--- src/rtl/mmio_uart_tx.sv ---
// rtl/mmio_uart_tx.sv - memory-mapped 8N1 UART transmitter with TX FIFO
// Optional parity stage enabled by defining UART_PARITY_EN.
module mmio_uart_tx #(
    parameter logic [31:0] BASE_ADDR   = 32'h1000_0000,
    parameter int          FIFO_DEPTH  = 4,
    parameter logic [15:0] DEFAULT_DIV = 16'd16
) (
    input  logic        clk,
    input  logic        reset,
    input  logic        wr_en,
    input  logic [2:0]  mem_ctrl,
    input  logic [31:0] addr,
    input  logic [31:0] data_in,
    output logic [31:0] data_out,
    output logic        tx,
    output logic        irq
);

    localparam int AW = $clog2(FIFO_DEPTH);
    localparam int PW = AW + 1;

    typedef enum logic [2:0] {
        S_IDLE,
        S_START,
        S_DATA,
        S_PARITY,
        S_STOP
    } state_t;

    state_t        state, state_n;
    logic [7:0]    fifo_mem [FIFO_DEPTH];
    logic [PW-1:0] wr_ptr, rd_ptr;
    logic          overflow;
    logic [15:0]   clkdiv;
    logic [15:0]   div_eff, div_sh, baud_cnt;
    logic [2:0]    bit_cnt;
    logic [7:0]    shift, head;
    logic          sel, full, empty, busy, push_req, push, pop, baud_done;
    logic [1:0]    reg_idx;
    logic [31:0]   status;
    logic          parity_adv;
    logic          unused_ok;

`ifdef UART_PARITY_EN
    logic          par_bit;
    assign parity_adv = 1'b1;
`else
    assign parity_adv = 1'b0;
`endif

    // Size/sign and sub-word address bits are irrelevant: only byte lane 0 is used.
    assign unused_ok = ^{mem_ctrl, data_in[31:16], addr[1:0]};

    assign sel      = (addr[31:4] == BASE_ADDR[31:4]);
    assign reg_idx  = addr[3:2];
    assign empty    = (wr_ptr == rd_ptr);
    assign full     = (wr_ptr[AW] != rd_ptr[AW]) && (wr_ptr[AW-1:0] == rd_ptr[AW-1:0]);
    assign push_req = wr_en && sel && (reg_idx == 2'd0);
    // Full is judged on pre-edge pointers, so a push racing a pop of a full FIFO is dropped.
    assign push     = push_req && !full;
    assign head     = fifo_mem[rd_ptr[AW-1:0]];
    assign div_eff  = (clkdiv == 16'd0) ? 16'd1 : clkdiv;
    assign busy     = (state != S_IDLE);
    assign irq      = empty && (state == S_IDLE);
    assign status   = {27'd0, parity_adv, overflow, busy, empty, full};
    assign baud_done = (baud_cnt == div_sh - 16'd1);

    always_comb begin
        data_out = '0;
        if (sel) begin
            case (reg_idx)
                2'd1:    data_out = status;
                2'd2:    data_out = {16'd0, clkdiv};
                default: data_out = '0;
            endcase
        end
    end

    always_ff @(posedge clk) begin
        if (push) begin
            fifo_mem[wr_ptr[AW-1:0]] <= data_in[7:0];
        end
    end

    always_ff @(posedge clk) begin
        if (reset) begin
            wr_ptr   <= '0;
            rd_ptr   <= '0;
            overflow <= 1'b0;
            clkdiv   <= DEFAULT_DIV;
        end else begin
            if (push) begin
                wr_ptr <= wr_ptr + PW'(1);
            end
            if (pop) begin
                rd_ptr <= rd_ptr + PW'(1);
            end
            if (push_req && full) begin
                overflow <= 1'b1;
            end else if (wr_en && sel && reg_idx == 2'd1 && data_in[3]) begin
                overflow <= 1'b0;
            end
            if (wr_en && sel && reg_idx == 2'd2) begin
                clkdiv <= data_in[15:0];
            end
        end
    end

    always_comb begin
        state_n = state;
        pop     = 1'b0;
        tx      = 1'b1;
        case (state)
            S_IDLE: begin
                if (!empty) begin
                    pop     = 1'b1;
                    state_n = S_START;
                end
            end
            S_START: begin
                tx = 1'b0;
                if (baud_done) state_n = S_DATA;
            end
            S_DATA: begin
                tx = shift[0];
                if (baud_done && bit_cnt == 3'd7) begin
`ifdef UART_PARITY_EN
                    state_n = S_PARITY;
`else
                    state_n = S_STOP;
`endif
                end
            end
`ifdef UART_PARITY_EN
            S_PARITY: begin
                tx = par_bit;
                if (baud_done) state_n = S_STOP;
            end
`endif
            S_STOP: begin
                // Popping on the last stop cycle chains frames without an idle gap.
                if (baud_done) begin
                    if (!empty) begin
                        pop     = 1'b1;
                        state_n = S_START;
                    end else begin
                        state_n = S_IDLE;
                    end
                end
            end
            default: state_n = S_IDLE;
        endcase
    end

    always_ff @(posedge clk) begin
        if (reset) begin
            state    <= S_IDLE;
            baud_cnt <= '0;
            bit_cnt  <= '0;
            shift    <= '0;
            div_sh   <= 16'd1;
`ifdef UART_PARITY_EN
            par_bit  <= 1'b0;
`endif
        end else begin
            state <= state_n;
            if (pop) begin
                shift    <= head;
                div_sh   <= div_eff;
                baud_cnt <= '0;
                bit_cnt  <= '0;
`ifdef UART_PARITY_EN
                par_bit  <= ^head;
`endif
            end else if (state != S_IDLE) begin
                if (baud_done) begin
                    baud_cnt <= '0;
                    if (state == S_DATA) begin
                        shift   <= {1'b0, shift[7:1]};
                        bit_cnt <= bit_cnt + 3'd1;
                    end
                end else begin
                    baud_cnt <= baud_cnt + 16'd1;
                end
            end
        end
    end

endmodule

--- config.mk ---
export PLATFORM = sky130hd
export DESIGN_NAME = mmio_uart_tx
export DESIGN_NICKNAME = d
export VERILOG_FILES = /design/src/rtl/mmio_uart_tx.sv
export SDC_FILE = /design/constraint.sdc
export NUM_CORES = 1
export LEC_CHECK = 0
export ABC_AREA = 1
export CORE_MARGIN = 2
export CORE_UTILIZATION = 35
export DETAILED_ROUTE_END_ITERATION = 8
export GPL_ROUTABILITY_DRIVEN = 0
export PLACE_DENSITY = 0.68
export SLEW_MARGIN = 15
export SYNTH_ARGS = -nofsm -noshare
export SYNTH_HDL_FRONTEND = slang
export SYNTH_SLANG_ARGS = --single-unit
--- constraint.sdc ---
create_clock -name clk -period 3.9 [get_ports clk]
set_input_delay 0.975 -clock clk [delete_from_list [all_inputs] [get_ports clk]]
set_output_delay 0.975 -clock clk [all_outputs]
set_load 0.02 [all_outputs]
# --- Word-level counts from Yosys, hierarchy flattened ---
# Memory sizes are Yosys's and may differ from the RTL's. A register that Yosys moved wholly into a read port is not among the register bits.
# Cells that the tools add are included.
word_totals:
  elab_cells: 77
  in_bits: 70
  out_inout_bits: 34
  ram_bits: 32
  mem_count: 1
  latch_bits: 0
  mem_bits_ro: 0
  regBits: 69
memory_table:
  columns: ["memory", "depth", "width", "rd", "rd_clocked_by_memory_dff", "wr", "line_no", "source"]
  rows:
  - ["fifo_mem", 4, 8, 1, 1, 1, "31", "logic [7:0] fifo_mem [FIFO_DEPTH];"]
op_classes:
  n_reduce_logical: 23
  muxes: 24
  addsub: 5
  n_eq_ne: 15
  shifts: 0
  magnitude_cmp: 0
  n_mul: 0
  bitwise: 0
  div_mod_pow: 0
op_table:
  columns: ["operator", "n"]
  rows:
  - ["$mux W16", 3]
  - ["$mux W8", 4]
  - ["$pmux W16 S2", 1]
  - ["$eq A28 B25 Y1 const B", 1]
  - ["$add A16 B1 Y16 const B", 1]
  - ["$eq A16 B16 Y1", 1]
  - ["$logic_not A16 Y1", 1]
  - ["$sub A16 B1 Y16 const B", 1]
  - ["$mux W3", 4]
  - ["$pmux W3 S4", 1]
  - ["$logic_and A1 B1 Y1", 10]
  - ["$add A3 B1 Y3 const B", 3]
  - ["$ne A2 B2 Y1 const B", 4]
  - ["$reduce_bool A2 Y1", 4]
  - ["$mux W1", 7]
  - ["$eq A3 B3 Y1 const B", 2]
  - ["$reduce_and A3 Y1", 2]
  - ["$mux W2", 2]
  - ["$pmux W1 S2", 2]
  - ["$reduce_and A4 Y1", 1]
  - ["$eq A3 B1 Y1 const B", 1]
  - ["$eq A3 B2 Y1 const B", 1]
  - ["$eq A3 B3 Y1", 1]
  - ["$logic_not A3 Y1", 1]
  - ["8 further kinds", 8]

# --- Longest topological paths before layout ---
depth:
  word_depth: 6
  mapped_depth: 18
  ltp_nobuf: 17

# --- Least setup slack after synthesis ---
# OpenSTA, ideal clock, no wires.
synth_timing:
  path_type: "input -> output"
  startpoint: "input port addr[13]"
  endpoint: "output port data_out[10]"
  t_required_ns: 2.925
  path_stages: 6
  arrival_ns: 2.218
  setup_slack_ns: 0.707
  path_cell_list: "nor4_1 nand4_1 nor2_1 inv_1 clkbuf_1 nor3_1"
synth_via:
  elab_chain_cells: 2
synth_rtl:
  columns: ["item", "line_no", "source"]
  rows:
  - ["start, declared", "12", "input logic [31:0] addr,"]
  - ["$eq A28 B25 Y1", "54", "assign sel = (addr[31:4] == BASE_ADDR[31:4]);"]
  - ["$mux W16", "70", "if (sel) begin"]
  - ["end, declared", "14", "output logic [31:0] data_out,"]
# Every way passes these cells.

# --- Final worst setup path ---
layout_timing:
  startpoint: "input port addr[9]"
  endpoint: "output port data_out[12]"
# The elaborated chain is that of the path after synthesis.

==> results.ini <==
[outcome]
status=complete, no violations

[final_layout]
fin_util=0.4358
area_delta_synth_final_pct=20.99
nets=868
drive_gt1_frac=0.06321
diodes=0

[critical_path]
reg2reg_from=div_sh[0]$_SDFFE_PP1P_
slowest_stage=clkdlybuf4s50_1
critical_path_class=in -> out
r2r_cells=13
cp_max_fo=12
worstPathArrival_ns=2.70
critPathLaunchType=input pin
cp_data_required_time_ns=2.92
rrSetupSlack_ns=1.12
path_cells=clkdlybuf4s50_1 > nor4_1 > nand4_1 > nor2_1 > inv_1 > nor3_1 > dlygate4sd2_1
slowest_delay_ns=0.42
regToRegEndpoint=shift[4]$_SDFFE_PP0P_
end_kind=output pin

[yosys]
synthTopCellsByArea=dfxtp_1 (26%), edfxtp_1 (17%), nand2_1 (9.5%)
syn_inst=714
synth_cell_types=41
yosysTopAreaCellShare=0.2587
synth.yosys.seq_area_share=0.4335
yosys_warnings=0
synth_top_area_cell=dfxtp_1
synth-seq-cells=103
syn_area_sq_mm=0.005495
synth.avg_cell_area_sq_um=7.696

[clocking]
path_clk_slew_ns=0.07
worstSkewPairLatency_ns=0.34
cts_setup_buffers=0
cts_resized=15
clockRootBuffer=clkbuf_16
clk_path_buf_depth=2
cts_htree_levels=3
cts_buffers=9
cts_tree=done
hold_buffers=0
clock-sinks=103

[route]
routed_wl_mm=13.22
ant_nets=0
first_pass_iters=4
wl_per_cell_um=13.20
drc=0
drt_iter0_drc=279
routed_via_density=4.789
dr_total_vias=4799

[die]
ios=104
rows=45
core_sq_mm=0.01526
die_h_um=129.3
initial_core_util=0.3601
dieArea_sq_mm=0.01672
die_w_um=129.3

[pwr]
ir_drop_v=0.0002383
leakage_nw=2.708
pwr_density_cell_mw_per_mm2=523.9

[sta]
setup_tns_ns=0
slew_viol_final=0
fin_skew_ns=0.009116
fin_crit_ns=3.675
setup_viol=0
finalHoldViolations=0
period_share=0.9424
max_freq_mhz=272.1
worst_pin_slew_ns=0.6089
rsz0062_at_grt=false
slew_headroom=0.5926

[grt]
grt_overflow=0
grt_max_degree=32
grt_usage=0.1653
grt_pass1_wl_mm=22.11
grt_pass1_vias=4585
antenna_found_initial=0

[worst_hold_path]
min_delay_path_depth=2
worstHoldPathType=reg -> reg
worstHoldStart=bit_cnt[1]$_SDFFE_PP0P_
min_to=bit_cnt[1]$_SDFFE_PP0P_

[placement]
port_buffers=66
dp_hpwl_mm=9.916

[flow_run]
maxCapViolations=0

[how the worst max path moves through the flow]
stage	startpoint	endpoint	slack [ns]	cells past startpoint
3_3_place_gp	addr[17]	data_out[11]	-0.08	7
3_5_place_dp	addr[9]	data_out[4]	-0.12	7
4_1_cts	addr[9]	data_out[0]	0.00009	8
5_1_grt	addr[9]	data_out[4]	0.02	7
2_1_floorplan	addr[13]	data_out[10]	0.71	6
6_report	addr[9]	data_out[12]	0.22	7
[final cells by class]
type,count,area (sq um)
fillers,1554,8610
inverters,72,270.3
clock buffers,9,225.2
multi-input cells,518,2680
well taps,211,264.0
clock inverters,7,62.56
repair buffers,82,764.5
flip-flops and latches,103,2382
[cells by family (layout without fill, tap and decap cells)]
kind of cell | count (synthesis) | count (layout) | synth area share
AND/OR/NAND/NOR | 376 | 376 | 0.3074
XOR/XNOR | 29 | 29 | 0.04622
AO/OA/AOI/OAI | 85 | 85 | 0.09586
adder cells (fa/ha/maj) | 12 | 12 | 0.02732
flip-flops | 103 | 103 | 0.4335
other | 1 | 16 | 0.0006824
buffers and inverters | 108 | 170 | 0.08902
[cells in the mapped netlist (all sizes together)]
cell type  number
nor3b           2
o22ai           8
clkbuf         12
nand3b         11
nand4          16
nand3          50
dfxtp          71
a211oi         12
a21oi          17
buf            24
or2             1
nand2         142
xor2           18
edfxtp         32
o211ai          1
o21a            2
clkinv          3
nor4           12
xnor2          11
nor2          111
a21o            1
a21boi          1
o21ai          36
a41oi           1
inv            69
nor3           31
conb            1
o31ai           3
ha             12
a22oi           3
[placed cells by master, fill, tap and decap left out, types with 3 or more instances in the layout]
| master | synthesis | routed |
|---|---|---|
| nand2_1 | 139 | 139 |
| nor2_1 | 106 | 106 |
| dfxtp_1 | 71 | 71 |
| inv_1 | 68 | 68 |
| clkdlybuf4s50_1 | 0 | 50 |
| nand3_1 | 47 | 47 |
| edfxtp_1 | 32 | 32 |
| nor3_1 | 31 | 31 |
| o21ai_0 | 31 | 31 |
| xor2_1 | 18 | 18 |
| a21oi_1 | 16 | 16 |
| nand4_1 | 16 | 16 |
| conb_1 | 1 | 16 |
| buf_4 | 19 | 16 |
| dlygate4sd2_1 | 0 | 15 |
| nor4_1 | 12 | 12 |
| a211oi_1 | 12 | 12 |
| ha_1 | 12 | 12 |
| xnor2_1 | 11 | 11 |
| nand3b_1 | 11 | 11 |
| clkbuf_16 | 0 | 9 |
| o22ai_1 | 8 | 8 |
| o21ai_1 | 4 | 4 |
| a22oi_1 | 3 | 3 |
| nor2_4 | 3 | 3 |
| nand3_2 | 3 | 3 |
| clkinv_1 | 3 | 3 |
| o31ai_2 | 3 | 3 |
[metal layers]
metal  up-vias  part of all wire  global-route usage  wire length (um)
met5         -                 0                   0                 0
met4         0             0.011             0.04284               142
met3        10             0.050             0.02766               662
met2       114              0.46              0.2746              6087
met1      2180              0.48              0.2241              6332
li1       2495                 -                   -                 -
[worst max-delay path: cells and delay by family]
family | cells | cell delay, ns
buf+inv | 3 | 0.96
simple gates | 4 | 0.75
[state kept, by name (all words and copies together) (netlist names), named ones only]
register,count
fifo_mem,32
baud_cnt,16
shift,8
div_sh,16
state,3
clkdiv,16
bit_cnt,3
rd_ptr,3
wr_ptr,3
overflow,1
[stage by stage]
stage	cells	setup slack (ns)	hold slack [ns]	power [mW]	area (sq um)
after floorplan	729	0.7068	0.4384	2.284	5552
after global placement	986	-0.08407	0.4534	2.609	6377
after detailed placement	986	-0.1174	0.4577	2.625	6377
after CTS	1002	0.00009415	0.4694	3.501	6646
after global routing	1002	0.02175	0.5007	3.735	6649
final	1002	0.2245	0.4704	3.483	6649
[power breakdown]
part	switching, mW	leakage [nW]	internal, mW
registers	0.0810	0.863	1.18
clock network	0.428	0.140	0.448
logic	0.877	1.70	0.473
(Power assumes the default switching activity.)
